==> config.mk <==
export PLATFORM = sky130hd
export DESIGN_NAME = fifo_sync_flags
export DESIGN_NICKNAME = d
export VERILOG_FILES = /design/src/rtl/fifo_sync_flags.sv
export SDC_FILE = /design/constraint.sdc
export NUM_CORES = 1
export LEC_CHECK = 0
export CAP_MARGIN = 20
export CORE_UTILIZATION = 30
export CTS_CLUSTER_DIAMETER = 200
export CTS_CLUSTER_SIZE = 30
export DETAILED_ROUTE_END_ITERATION = 8
export PLACE_DENSITY_LB_ADDON = 0.2
export SLEW_MARGIN = 40
export SYNTH_ARGS = -nofsm -noshare
export SYNTH_HDL_FRONTEND = slang
export SYNTH_SLANG_ARGS = --single-unit
==> constraint.sdc <==
create_clock -name i_clk -period 11.5 [get_ports i_clk]
set_clock_uncertainty 0.1 [all_clocks]
set_input_delay 2.3 -clock i_clk [delete_from_list [all_inputs] [get_ports i_clk]]
set_output_delay 2.3 -clock i_clk [all_outputs]
set_load 0.01 [all_outputs]
==> src/rtl/fifo_sync_flags.sv <==
// rtl/fifo_sync_flags.sv - Synchronous single-clock FIFO with threshold flags, occupancy count and sticky errors
//
// Purpose: buffers words between producer and consumer stages sharing one
// clock. Offers programmable almost-full/almost-empty thresholds, an
// occupancy count, standard (registered) or first-word-fall-through read
// mode, and sticky overflow/underflow flags cleared by i_clr_err.
//
// Ports:
//   i_clk          sole clock, rising edge
//   i_rst          asynchronous active-high reset
//   i_cs           chip select; gates i_wr_en and i_rd_en
//   i_wr_en        write request
//   i_rd_en        read request
//   i_clr_err      synchronous clear of o_overflow / o_underflow
//   i_datain       write data
//   o_dataout      read data
//   o_empty        count == 0
//   o_full         count == FIFO_DEPTH
//   o_almost_empty count <= AEMPTY_TH
//   o_almost_full  count >= AFULL_TH
//   o_count        current occupancy
//   o_overflow     sticky: a write was rejected
//   o_underflow    sticky: a read was rejected
module fifo_sync_flags #(
  parameter int DATA_WIDTH = 32,
  parameter int FIFO_DEPTH = 8,
  parameter int AFULL_TH   = 6,
  parameter int AEMPTY_TH  = 2,
  parameter int FWFT       = 0
) (
  input  logic                          i_clk,
  input  logic                          i_rst,
  input  logic                          i_cs,
  input  logic                          i_wr_en,
  input  logic                          i_rd_en,
  input  logic                          i_clr_err,
  input  logic [DATA_WIDTH-1:0]         i_datain,
  output logic [DATA_WIDTH-1:0]         o_dataout,
  output logic                          o_empty,
  output logic                          o_full,
  output logic                          o_almost_empty,
  output logic                          o_almost_full,
  output logic [$clog2(FIFO_DEPTH):0]   o_count,
  output logic                          o_overflow,
  output logic                          o_underflow
);

  localparam int AW = $clog2(FIFO_DEPTH);
  localparam int CW = AW + 1;

  logic [DATA_WIDTH-1:0] r_mem [FIFO_DEPTH];
  logic [AW-1:0]         r_wr_ptr;
  logic [AW-1:0]         r_rd_ptr;
  logic [CW-1:0]         r_count;
  logic                  r_overflow;
  logic                  r_underflow;

  logic w_full;
  logic w_empty;
  logic w_wr_acc;
  logic w_rd_acc;
  logic w_wr_rej;
  logic w_rd_rej;

  // All flags decode straight from the registered count.
  assign w_full   = (r_count == CW'(FIFO_DEPTH));
  assign w_empty  = (r_count == '0);
  assign w_wr_acc = i_cs & i_wr_en & ~w_full;
  assign w_rd_acc = i_cs & i_rd_en & ~w_empty;
  assign w_wr_rej = i_cs & i_wr_en & w_full;
  assign w_rd_rej = i_cs & i_rd_en & w_empty;

  // Storage carries no reset; its contents are meaningless until written.
  always_ff @(posedge i_clk) begin
    if (w_wr_acc) begin
      r_mem[r_wr_ptr] <= i_datain;
    end
  end

  always_ff @(posedge i_clk or posedge i_rst) begin
    if (i_rst) begin
      r_wr_ptr <= '0;
      r_rd_ptr <= '0;
      r_count  <= '0;
    end else begin
      if (w_wr_acc) r_wr_ptr <= r_wr_ptr + 1'b1;
      if (w_rd_acc) r_rd_ptr <= r_rd_ptr + 1'b1;
      case ({w_wr_acc, w_rd_acc})
        2'b10:   r_count <= r_count + 1'b1;
        2'b01:   r_count <= r_count - 1'b1;
        default: r_count <= r_count;
      endcase
    end
  end

  // A new error takes priority over a coincident clear so it is never lost.
  always_ff @(posedge i_clk or posedge i_rst) begin
    if (i_rst) begin
      r_overflow  <= 1'b0;
      r_underflow <= 1'b0;
    end else begin
      if (w_wr_rej)       r_overflow <= 1'b1;
      else if (i_clr_err) r_overflow <= 1'b0;
      if (w_rd_rej)       r_underflow <= 1'b1;
      else if (i_clr_err) r_underflow <= 1'b0;
    end
  end

  generate
    if (FWFT != 0) begin : g_fwft
      // Head word is presented combinationally; forced to zero when empty.
      assign o_dataout = w_empty ? '0 : r_mem[r_rd_ptr];
    end else begin : g_std
      logic [DATA_WIDTH-1:0] r_dataout;
      always_ff @(posedge i_clk or posedge i_rst) begin
        if (i_rst) begin
          r_dataout <= '0;
        end else if (w_rd_acc) begin
          r_dataout <= r_mem[r_rd_ptr];
        end
      end
      assign o_dataout = r_dataout;
    end
  endgenerate

  assign o_empty        = w_empty;
  assign o_full         = w_full;
  assign o_almost_empty = (r_count <= CW'(AEMPTY_TH));
  assign o_almost_full  = (r_count >= CW'(AFULL_TH));
  assign o_count        = r_count;
  assign o_overflow     = r_overflow;
  assign o_underflow    = r_underflow;

endmodule

; After elaboration in Yosys (flattened, before gate mapping)
; Memory sizes are Yosys's and may differ from the RTL's. A register that Yosys moved wholly into a read port is not among the register bits.
; Index checks and enable logic that the tools add are counted.
; W data, S select, Z words.
[classes]
addsub = 4
order_cmp = 2
n_eq_ne = 3
muxes = 6
n_bitwise = 8
n_reduce_logical = 4
[op_table]
columns = operator, count
row1 = $pmux W4 S2, 1
row2 = $add A3 B1 Y3 const B, 2
row3 = $and A1 B1 Y1, 6
row4 = $reduce_bool A2 Y1, 3
row5 = $mux W1, 5
row6 = $add A4 B1 Y4 const B, 1
row7 = $eq A4 B4 Y1 const B, 1
row8 = $ge A4 B3 Y1 const B, 1
row9 = $le A4 B2 Y1 const B, 1
row10 = $logic_not A4 Y1, 1
row11 = $sub A4 B1 Y4 const B, 1
row12 = $eq A2 B1 Y1 const B, 1
row13 = $eq A2 B2 Y1 const B, 1
row14 = $not A1 Y1, 2
[totals]
regBits = 12
ram_bits = 256
in_bits = 38
out_inout_bits = 42
word_cells = 33
memories = 1
[mem_list]
columns = name, words, word_bits, rd, rd_ports_with_merged_regs, wr, line
row1 = r_mem, 8, 32, 1, 1, 1, 51  ; logic [DATA_WIDTH-1:0] r_mem [FIFO_DEPTH];

; Longest topological paths before layout
; Gate-level depths: netlist of the first run.
[logic_depth]
ltp_word = 5
depth_mapped = 12
depth_no_buf = 10

; Worst setup path before layout of the first run
; OpenSTA, ideal clock, no wires.
[synth_path]
kind = input-to-reg
startpoint = input port i_wr_en
endpoint = memory r_mem[0][0], enable pin
setup_ns = 0.461
arrival_time_ns = 4.949
required_ns = 10.939
path_slack_ns = 5.990
path_stages = 3
path_buffers = 0
path_cell_list = nand2_1 or3_1 nor3_1
[synth_between]
elab_chain_cells = 4
[synth_rtl]
columns = item, line
row1 = start: declaration, 34  ; input logic i_wr_en,
row2 = $and A1 B1 Y1 (2 in a row), 68  ; assign w_wr_acc = i_cs & i_wr_en & ~w_full;
row3 = $mux W1, 75  ; if (w_wr_acc) begin
row4 = $mux W1 (implied by the code), 76  ; r_mem[r_wr_ptr] <= i_datain;
row5 = end: declaration, 51
; No other way between the ends.

; Worst setup path after layout of the first run
[layout_path]
startpoint = input port i_cs
endpoint = register r_count[2], in the netlist o_count[2]
[layout_between]
elab_chain_cells = 4
word_cells_on_any_way = 8
classes_between = eq/ne: 2 / mux: 1 / bitwise: 4 / reduce/logical: 1
[layout_rtl]
columns = item, line
row1 = start: declaration, 33  ; input logic i_cs,
row2 = "$and A1 B1 Y1, on equally long branches (2 in a row)", "69, 68"
row3 = $eq A2 B1 Y1 or $eq A2 B2 Y1 (tied branches), 88  ; case ({w_wr_acc, w_rd_acc})
row4 = $pmux W4 S2 or $reduce_bool A2 Y1 (tied branches), n/a
row5 = end signal: assignment, 89  ; 2'b10: r_count <= r_count + 1'b1;
row6 = end signal: assignment, 90  ; 2'b01: r_count <= r_count - 1'b1;
row7 = end signal: assignment, 91  ; default: r_count <= r_count;
row8 = end: declaration, 54  ; logic [CW-1:0] r_count;
; Parallel ways exist; a longest one is shown, timed or not.
; A chain may end at the register's enable or synchronous reset.

==> impl_metrics.env, run 1 <==
export IMPL_status="finished, final reports clean"
export IMPL_core_area_mm2=0.03865
export IMPL_setup_ws_ns=6.621
export IMPL_hold_viol_final=0
export IMPL_synth_area_leaders="edfxtp_1, mux2i_1, dfrtp_1"
export IMPL_num_fill_cells=3662
export IMPL_holdBufCountCts=0
export IMPL_cts_buffers=13
export IMPL_drv_cap=0
export IMPL_synthAdderAreaFrac_pct=0.5333
export IMPL_place_area_mm2=0.01323
export IMPL_synth_seq_cells=300
export IMPL_hold_ws_ns=0.3900
export IMPL_start_kind="primary input"
export IMPL_num_rows=72
export IMPL_io_buffers=79
export IMPL_instances_no_fill=1288
export IMPL_route_detailed_drc=0
export IMPL_gp_congestion=0.6515
export IMPL_fmax_mhz=205.0
export IMPL_period_share_pct=42.42
export IMPL_grt_usage_pct=12.61
export IMPL_synthXorXnorAreaFrac_pct=0.5973
export IMPL_synth_avg_cell_area_um2=17.00
export IMPL_path_max_fanout=36
export IMPL_synth_cell_types=33
export IMPL_first_global_vias=5953
export IMPL_tns_ns=0
export IMPL_place_inst=1267
export IMPL_power_density_mw_per_mm2=214.3
export IMPL_cp_arrival_ns=5.15
export IMPL_initialDrtViolationCount=421
export IMPL_yosys_area_top_type_share_pct=65.54
export IMPL_cts_setup_buffers=0
export IMPL_io_pins=80
export IMPL_drive_above_1_share_pct=10.26
export IMPL_end_kind="register"
export IMPL_synthMuxAreaShare_pct=11.11
export IMPL_yosys_area_share_simple_pct=6.347
export IMPL_routed_via_density=4.574
export IMPL_clk_pin_slew_worst_paths_ns=0.11
export IMPL_dp_hpwl_um=13250
export IMPL_cts_root_buffer="clkbuf_16"
export IMPL_antenna_cells=0
export IMPL_synth_area_mm2=0.01173
export IMPL_cts_sinks=300
export IMPL_drt_total_wl_um=24830
export IMPL_p_leak_nw=4.785
export IMPL_syn_inst=690
export IMPL_tightestPinTransition_ns=0.7207
export IMPL_setup_viol=0
export IMPL_dr_pass1_iters=4
export IMPL_wire_per_inst_um=19.28
export IMPL_die_h_um=199.7
export IMPL_dieArea_mm2=0.03989
export IMPL_grt_max_degree=55
export IMPL_clock_latency_ns=0.48
export IMPL_grt_overflow_total=0
export IMPL_cts_repair_resized=0
export IMPL_synth_top_family_by_area="multiplexers"
export IMPL_crit_required_ns=11.77
export IMPL_area_growth_pct=15.85
export IMPL_yosysTopAreaCell="edfxtp_1"
export IMPL_peakVddDrop_uv=98.91
export IMPL_syn_nets=733
export IMPL_htree_num_levels=1
export IMPL_ys_warn_count=0
export IMPL_start_util_pct=30.35
export IMPL_finalInstanceArea_mm2=0.01359
export IMPL_chipWidth_um=199.7
export IMPL_report_final_slew_viol_count=0
export IMPL_holdCritPathClass="register to register"
export IMPL_postRouteAntennaNets=0
export IMPL_synth_compound_area_share_pct=4.480
export IMPL_path_class="primary input to register"
export IMPL_place_ws_ns=6.016
export IMPL_rsz0062_at_grt="false"
export IMPL_multi_input_area_mm2=0.002786
export IMPL_vias=5891
export IMPL_cts_tree="done"
export IMPL_ys_seq_area_share_pct=74.92
export IMPL_grt_pass1_wl_um=37320
export IMPL_layout_area_seq_mm2=0.008792
export IMPL_worst_slew_margin_rel_pct=51.95
export IMPL_fin_nets=807
export IMPL_min_period_ns=4.879
export IMPL_cts_buffer_depth=3
export IMPL_grt_antenna_before_repair=1
## Yosys cell counts (all sizes together)
| cell type | count |
|---|---|
| or4 | 1 |
| mux2 | 2 |
| o21ai | 3 |
| a211oi | 1 |
| mux2i | 128 |
| nor3b | 1 |
| or3 | 1 |
| nor2b | 2 |
| a21oi | 2 |
| nand3 | 34 |
| nor2 | 9 |
| nand2b | 4 |
| clkbuf | 16 |
| xnor2 | 5 |
| ha | 5 |
| o22ai | 2 |
| a22oi | 64 |
| edfxtp | 256 |
| nor4bb | 1 |
| xor2 | 3 |
| dfrtp | 44 |
| nor3 | 2 |
| and2 | 1 |
| inv | 6 |
| buf | 21 |
| nand2 | 75 |
| nor4b | 1 |
## final timing paths
| path | startpoint | endpoint | slack, ns | cells past startpoint |
|---|---|---|---|---|
| hold reg to reg | o_dataout[8]$_DFFE_PP0P_ | o_dataout[8]$_DFFE_PP0P_ | 0.39 | 2 |
| min in group asynchronous | i_rst | o_dataout[31]$_DFFE_PP0P_ | 2.23 | 3 |
| max in group asynchronous | i_rst | r_rd_ptr[0]$_DFFE_PP0P_ | 8.53 | 3 |
| hold / removal | o_dataout[8]$_DFFE_PP0P_ | o_dataout[8]$_DFFE_PP0P_ | 0.39 | 2 |
| setup / recovery | i_cs | o_count[2]$_DFFE_PP0P_ | 6.62 | 10 |
| setup reg to reg | o_count[0]$_DFFE_PP0P_ | o_count[2]$_DFFE_PP0P_ | 8.12 | 10 |
## stage by stage
step | power (mW) | util (%)
after floorplan | 2.028 | -
after global placement | 2.384 | 33.96
after detailed placement | 2.432 | 34.24
after CTS | 2.969 | 35.16
after global routing | 3.085 | 35.16
final | 2.912 | 35.16
## sequential cells by signal (all words and copies together), names as in the netlist
signal and flops:
o_count 4, o_dataout 32, o_overflow 1, r_wr_ptr 3
o_underflow 1, r_rd_ptr 3, r_mem 256
## final cells by class
class,instances,share of cell area [%]
inverter,6,0.2026
sequential,300,64.70
multi-input combinational,347,20.50
clock buffer,21,2.615
timing repair buffer,96,7.209
tap,518,4.769
## per-layer routing
| metal | vias to the layer above | GRT usage, % | routed length, µm |
|---|---|---|---|
| met5 | - | 0 | 11 |
| met4 | 2 | 1.781 | 165 |
| met3 | 14 | 1.899 | 998 |
| met2 | 98 | 21.33 | 12060 |
| met1 | 3001 | 17.48 | 11590 |
| li1 | 2776 | - | - |
## power by group
part | total (mW) | switching, mW | internal, mW
Clock | 0.533 | 0.316 | 0.217
Sequential | 1.44 | 0.112 | 1.32
Combinational | 0.942 | 0.506 | 0.436
Total | 2.91 | 0.934 | 1.98
## placed cells by master (no fill, tap or decap), drive strengths merged, types with 9 or more instances in the layout
cell / n
nand3: 34
clkdlybuf4s50: 79
clkbuf: 21
buf: 17
nor2: 9
dfrtp: 44
edfxtp: 256
a22oi: 64
nand2: 75
mux2i: 128
## worst max-delay path, stage by stage
cell,delay [ns]
clkdlybuf4s50_1,0.55
nand3_4,0.51
inv_6,0.64
ha_1,0.36
xor2_1,0.10
ha_1,0.18
a21oi_1,0.14
xor2_1,0.15
nor2_1,0.06
xor2_1,0.14
## cell families (layout without fill, tap and decap cells)
group                    count (synthesis)  in the layout
XOR/XNOR                                 8              8
AO/OA/AOI/OAI                           72             72
AND/OR/NAND/NOR                        132            132
multiplexers                           130            130
adder cells (fa/ha/maj)                  5              5
buffers and inverters                   43            123
flip-flops                             300            300
Power figures use the tool's default switching activity.
==> run 2: changes to the inputs <==
clock period = 5.1 ns   (was 11.5 ns; I/O delays follow)
==> run 2 against run 1 <==
Count of clock-buffer cells in the layout is the same. Flip-flop and latch count is the same. Sequential power grew 120%. Hold slack lost 0.0045 ns. Clock power grew 130%. Core utilization grew 0.36 points. Non-clock buffer count grew 5. Routed wire length shrank 4.4%. Final cell count grew 0.39%. Critical path type unchanged. Largest cell class unchanged.
==> impl_metrics.env, run 2 (synthesis gave the netlist of run 1 again) <==
export IMPL_crit_buf_inv=2
export IMPL_top_register="r_mem"
export IMPL_holdCritPathClass="register to register"
export IMPL_num_rows=72
export IMPL_finalInstanceArea_mm2=0.01373
export IMPL_grt_antenna_before_repair=0
export IMPL_htree_num_levels=1
export IMPL_setup_ws_ns=1.517
export IMPL_slowest_delay_ns=0.61
export IMPL_antenna_cells=0
export IMPL_crit_slowest_cell="inv_6"
export IMPL_final_common_cell="edfxtp_1"
export IMPL_status="finished, final reports clean"
export IMPL_worst_slew_margin_rel_pct=45.64
export IMPL_clock_latency_ns=0.49
export IMPL_place_inst=1272
export IMPL_final_util_pct=35.52
export IMPL_power_density_mw_per_mm2=480.6
export IMPL_io_buffers=79
export IMPL_cts_buffer_depth=3
export IMPL_postRouteAntennaNets=0
export IMPL_drive_above_1_share_pct=10.84
export IMPL_fin_nets=812
export IMPL_area_growth_pct=17.02
export IMPL_core_area_mm2=0.03865
export IMPL_cts_repair_resized=0
export IMPL_total_power_mw=6.598
export IMPL_peakVddDrop_uv=222.0
export IMPL_route_detailed_drc=0
export IMPL_num_fill_cells=3613
export IMPL_io_pins=80
export IMPL_dieArea_mm2=0.03989
export IMPL_cts_root_buffer="clkbuf_16"
export IMPL_tightestPinTransition_ns=0.8154
export IMPL_fmax_mhz=279.1
export IMPL_min_period_ns=3.583
export IMPL_instances_no_fill=1293
export IMPL_grt_usage_pct=12.16
export IMPL_hold_ws_ns=0.3855
export IMPL_vias=5860
export IMPL_grt_pass1_wl_um=36600
export IMPL_crit_top_cell="xor2_1"
export IMPL_final_cell_mix="edfxtp_1, mux2i_1, clkdlybuf4s50_1"
export IMPL_crit_family="buffers and inverters"
export IMPL_rsz0062_at_grt="false"
export IMPL_holdBufCountCts=0
export IMPL_die_h_um=199.7
export IMPL_largest_reg_flops=256
export IMPL_place_area_mm2=0.01337
export IMPL_grt_max_degree=49
export IMPL_hold_viol_final=0
export IMPL_report_final_slew_viol_count=0
export IMPL_path_max_fanout=36
export IMPL_initialDrtViolationCount=368
export IMPL_cp_arrival_ns=3.87
export IMPL_routed_via_density=4.532
export IMPL_drv_cap=0
export IMPL_period_share_pct=70.26
export IMPL_first_global_vias=5870
export IMPL_cts_buffers=13
export IMPL_clk_pin_slew_worst_paths_ns=0.12
export IMPL_drt_total_wl_um=23740
export IMPL_end_kind="register"
export IMPL_p_leak_nw=4.842
export IMPL_chipWidth_um=199.7
export IMPL_path_class="primary input to register"
export IMPL_tns_ns=0
export IMPL_wire_per_inst_um=18.36
export IMPL_cts_setup_buffers=0
export IMPL_grt_overflow_total=0
export IMPL_place_ws_ns=0.9341
export IMPL_dr_pass1_iters=5
export IMPL_setup_viol=0
export IMPL_crit_required_ns=5.38
export IMPL_start_kind="primary input"
export IMPL_cts_tree="done"
export IMPL_cts_sinks=300
export IMPL_start_util_pct=30.35
export IMPL_gp_congestion=0.6674
export IMPL_cp_cell_sequence="clkdlybuf4s50_1 -> nand3_4 -> inv_6 -> ha_1 -> xor2_1 -> ha_1 -> a21oi_1 -> xor2_1 -> nor2_1 -> xor2_1"
export IMPL_dp_hpwl_um=15000
## run 2: changes by cell type in the layout (fill, tap and decap cells not counted)
| cell | change |
|---|---|
| and2_2 | +1 |
| and2_4 | -1 |
| buf_12 | +3 |
| buf_16 | +3 |
| buf_4 | -1 |
| buf_6 | -1 |
| buf_8 | +1 |
## run 2: area by class of cell
cell class	count	area [µm²]	share of cell area [%]
sequential	300	8792	64.05
clock buffer	21	355.3	2.589
tap	518	648.1	4.722
inverter	6	27.53	0.2005
timing repair buffer	101	1119	8.149
multi-input combinational	347	2785	20.29
## run 2: final timing paths
path | start | end | slack, ns | cells after the start
worst max-delay path | i_cs | o_count[2]$_DFFE_PP0P_ | 1.52 | 10
worst min-delay path | o_dataout[10]$_DFFE_PP0P_ | o_dataout[10]$_DFFE_PP0P_ | 0.39 | 2
worst max register to register | o_count[1]$_DFFE_PP0P_ | o_count[2]$_DFFE_PP0P_ | 1.73 | 10
worst min register to register | o_dataout[10]$_DFFE_PP0P_ | o_dataout[10]$_DFFE_PP0P_ | 0.39 | 2
max in group asynchronous | i_rst | r_wr_ptr[2]$_DFFE_PP0P_ | 3.28 | 3
min in group asynchronous | i_rst | o_dataout[21]$_DFFE_PP0P_ | 0.80 | 2
## run 2: routing by layer
metal  global-route usage (%)  part of all wire, %  up-vias
li1                         -                    -     2786
met4                    2.375                  1.5        0
met3                    1.579                  3.0       21
met2                    19.66                   47       90
met5                        0                    0        -
met1                    17.56                   49     2963
## run 2: tightest hold or removal path, cell delays in order, from the launching register on
cell     delay, ns
dfrtp_1       0.36
nand2_1       0.05
nand2_1       0.05
## run 2: power breakdown
part           internal [mW]  switching (mW)  total (mW)
Sequential              2.99           0.195        3.18
Combinational           1.02            1.19        2.21
Clock                  0.489           0.720        1.21
Total                   4.50            2.10        6.60
==> run 3: changes to the inputs <==
clock period = 3.5 ns   (was 5.1 ns; I/O delays follow)
==> run 3 against run 2 <==
Sequential share of layout area rose by 0.19 points. Non-clock buffer count did not move. Highest routed layer unchanged. Via count rose by 1.3%.
==> impl_metrics.env, run 3 (synthesis gave the netlist of run 1 again) <==
export IMPL_status="finished, final reports clean"
export IMPL_slowest_delay_ns=0.60
export IMPL_setup_viol=0
export IMPL_routed_via_density=4.592
export IMPL_timing_rr_start="o_count[0]$_DFFE_PP0P_"
export IMPL_htree_num_levels=1
export IMPL_final_cell_mix="edfxtp_1, mux2i_1, clkdlybuf4s50_1"
export IMPL_holdPathStages=2
export IMPL_clockPowerShare_pct=18.4
export IMPL_start_util_pct=30.35
export IMPL_antenna_cells=0
export IMPL_p_switching_mw=3.053
export IMPL_report_final_slew_viol_count=0
export IMPL_area_growth_pct=16.67
export IMPL_cp_arrival_ns=2.19
export IMPL_grt_antenna_before_repair=0
export IMPL_setup_ws_ns=0.5113
export IMPL_grt_pass1_wl_um=36800
export IMPL_gp_congestion=0.6583
export IMPL_crit_buf_inv=2
export IMPL_cp_cell_sequence="or4_4 -> inv_1 -> clkdlybuf4s50_1"
export IMPL_io_buffers=79
export IMPL_tightestPinTransition_ns=0.7166
export IMPL_combinationalPowerShare_pct=32.4
export IMPL_swShare_pct=31.99
export IMPL_rrSetupSlack_ns=0.85
export IMPL_path_class="register to output pin"
export IMPL_p_int_mw=6.491
export IMPL_fmax_mhz=334.6
export IMPL_chipWidth_um=199.7
export IMPL_multi_input_area_mm2=0.002781
export IMPL_rsz0062_at_grt="false"
export IMPL_tns_ns=0
export IMPL_hold_start="o_dataout[14]$_DFFE_PP0P_"
export IMPL_top_register="r_mem"
export IMPL_cts_tree="done"
export IMPL_seq_power_share_pct=49.2
export IMPL_drt_total_wl_um=24060
export IMPL_cts_setup_buffers=0
export IMPL_crit_family="buffers and inverters"
export IMPL_crit_slowest_cell="or4_4"
export IMPL_die_h_um=199.7
export IMPL_num_fill_cells=3637
export IMPL_path_max_fanout=8
export IMPL_holdBufCountCts=0
export IMPL_power_density_mw_per_mm2=697.3
export IMPL_drv_cap=0
export IMPL_end_kind="output pin"
export IMPL_cts_sinks=300
export IMPL_grt_usage_pct=12.31
export IMPL_min_period_ns=2.989
export IMPL_final_common_cell="edfxtp_1"
export IMPL_peakVddDrop_uv=296.6
export IMPL_layout_area_seq_mm2=0.008792
export IMPL_hold_end="o_dataout[14]$_DFFE_PP0P_"
export IMPL_dp_hpwl_um=14030
export IMPL_fin_nets=812
export IMPL_cts_repair_resized=0
export IMPL_place_ws_ns=0.4206
export IMPL_dieArea_mm2=0.03989
export IMPL_crit_cells=3
export IMPL_clk_pin_slew_worst_paths_ns=0.12
export IMPL_cts_buffer_depth=3
export IMPL_period_share_pct=85.39
export IMPL_reg2regPathDepth=10
export IMPL_largest_reg_flops=256
export IMPL_grt_overflow_total=0
export IMPL_initialDrtViolationCount=277
export IMPL_worst_slew_margin_rel_pct=52.17
export IMPL_core_area_mm2=0.03865
export IMPL_start_kind="register"
export IMPL_holdCritPathClass="register to register"
export IMPL_clock_latency_ns=0.49
export IMPL_grt_max_degree=48
export IMPL_reg2reg_to="o_count[2]$_DFFE_PP0P_"
export IMPL_num_rows=72
export IMPL_hold_viol_final=0
export IMPL_wire_per_inst_um=18.61
export IMPL_postRouteAntennaNets=0
export IMPL_drive_above_1_share_pct=10.71
export IMPL_p_leak_nw=4.818
export IMPL_cts_buffers=13
export IMPL_vias=5937
export IMPL_cts_root_buffer="clkbuf_16"
export IMPL_route_detailed_drc=0
export IMPL_dr_pass1_iters=4
export IMPL_first_global_vias=6079
export IMPL_io_pins=80
export IMPL_crit_required_ns=2.70
## run 3: worst max path at each step
stage | startpoint | end | slack [ns]
6_report | o_count[0]$_DFFE_PP0P_ | o_empty | 0.51
5_1_grt | o_count[0]$_DFFE_PP0P_ | o_empty | 0.41
4_1_cts | o_count[0]$_DFFE_PP0P_ | o_empty | 0.49
3_5_place_dp | i_cs | o_count[2]$_DFFE_PP0P_ | 0.42
3_3_place_gp | i_cs | o_count[2]$_DFFE_PP0P_ | 0.41
2_1_floorplan | i_wr_en | r_mem[2][0]$_DFFE_PP_ | 0.46
## run 3: metrics by stage
step	cell area (µm²)	total power [mW]	cells	utilization, %	hold slack, ns
3_3_place_gp	13330	7.950	1272	34.49	0.3597
6_report	13690	9.544	1293	35.41	0.3801
4_1_cts	13690	9.740	1293	35.41	0.3909
2_1_floorplan	11740	6.667	690	-	0.3923
3_5_place_dp	13330	7.971	1272	34.49	0.3628
5_1_grt	13690	10.11	1293	35.41	0.4098
## run 3: worst register-to-register path, stage by stage (launching register included)
cell     delay, ns
dfrtp_1       0.50
or4_4         0.60
nand3_4       0.13
inv_6         0.10
ha_1          0.27
xor2_1        0.16
ha_1          0.18
a21oi_1       0.14
xor2_1        0.16
nor2_1        0.06
xor2_1        0.14
## run 3: layout make-up
cell class              count  area share, %
inverters                   6         0.2011
well taps                 518          4.736
clock buffers              21          2.596
flip-flops and latches    300          64.24
repair buffers            101          7.899
multi-input cells         347          20.32
## run 3: power groups by stage
stage / Combinational, mW / Sequential, mW / Clock [mW]
after floorplan: 1.94 / 4.73 / 0
after global placement: 3.17 / 4.79 / 0
after detailed placement: 3.18 / 4.79 / 0
after CTS: 3.19 / 4.71 / 1.84
after global routing: 3.40 / 4.77 / 1.94
final: 3.09 / 4.70 / 1.75
## run 3: metal layers
layer	GRT usage, %	up-vias	share of wire, %
li1	-	2781	-
met1	17.25	3064	47
met2	20.58	77	48
met3	1.680	15	3.0
met4	2.149	0	1.5
met5	0	-	0
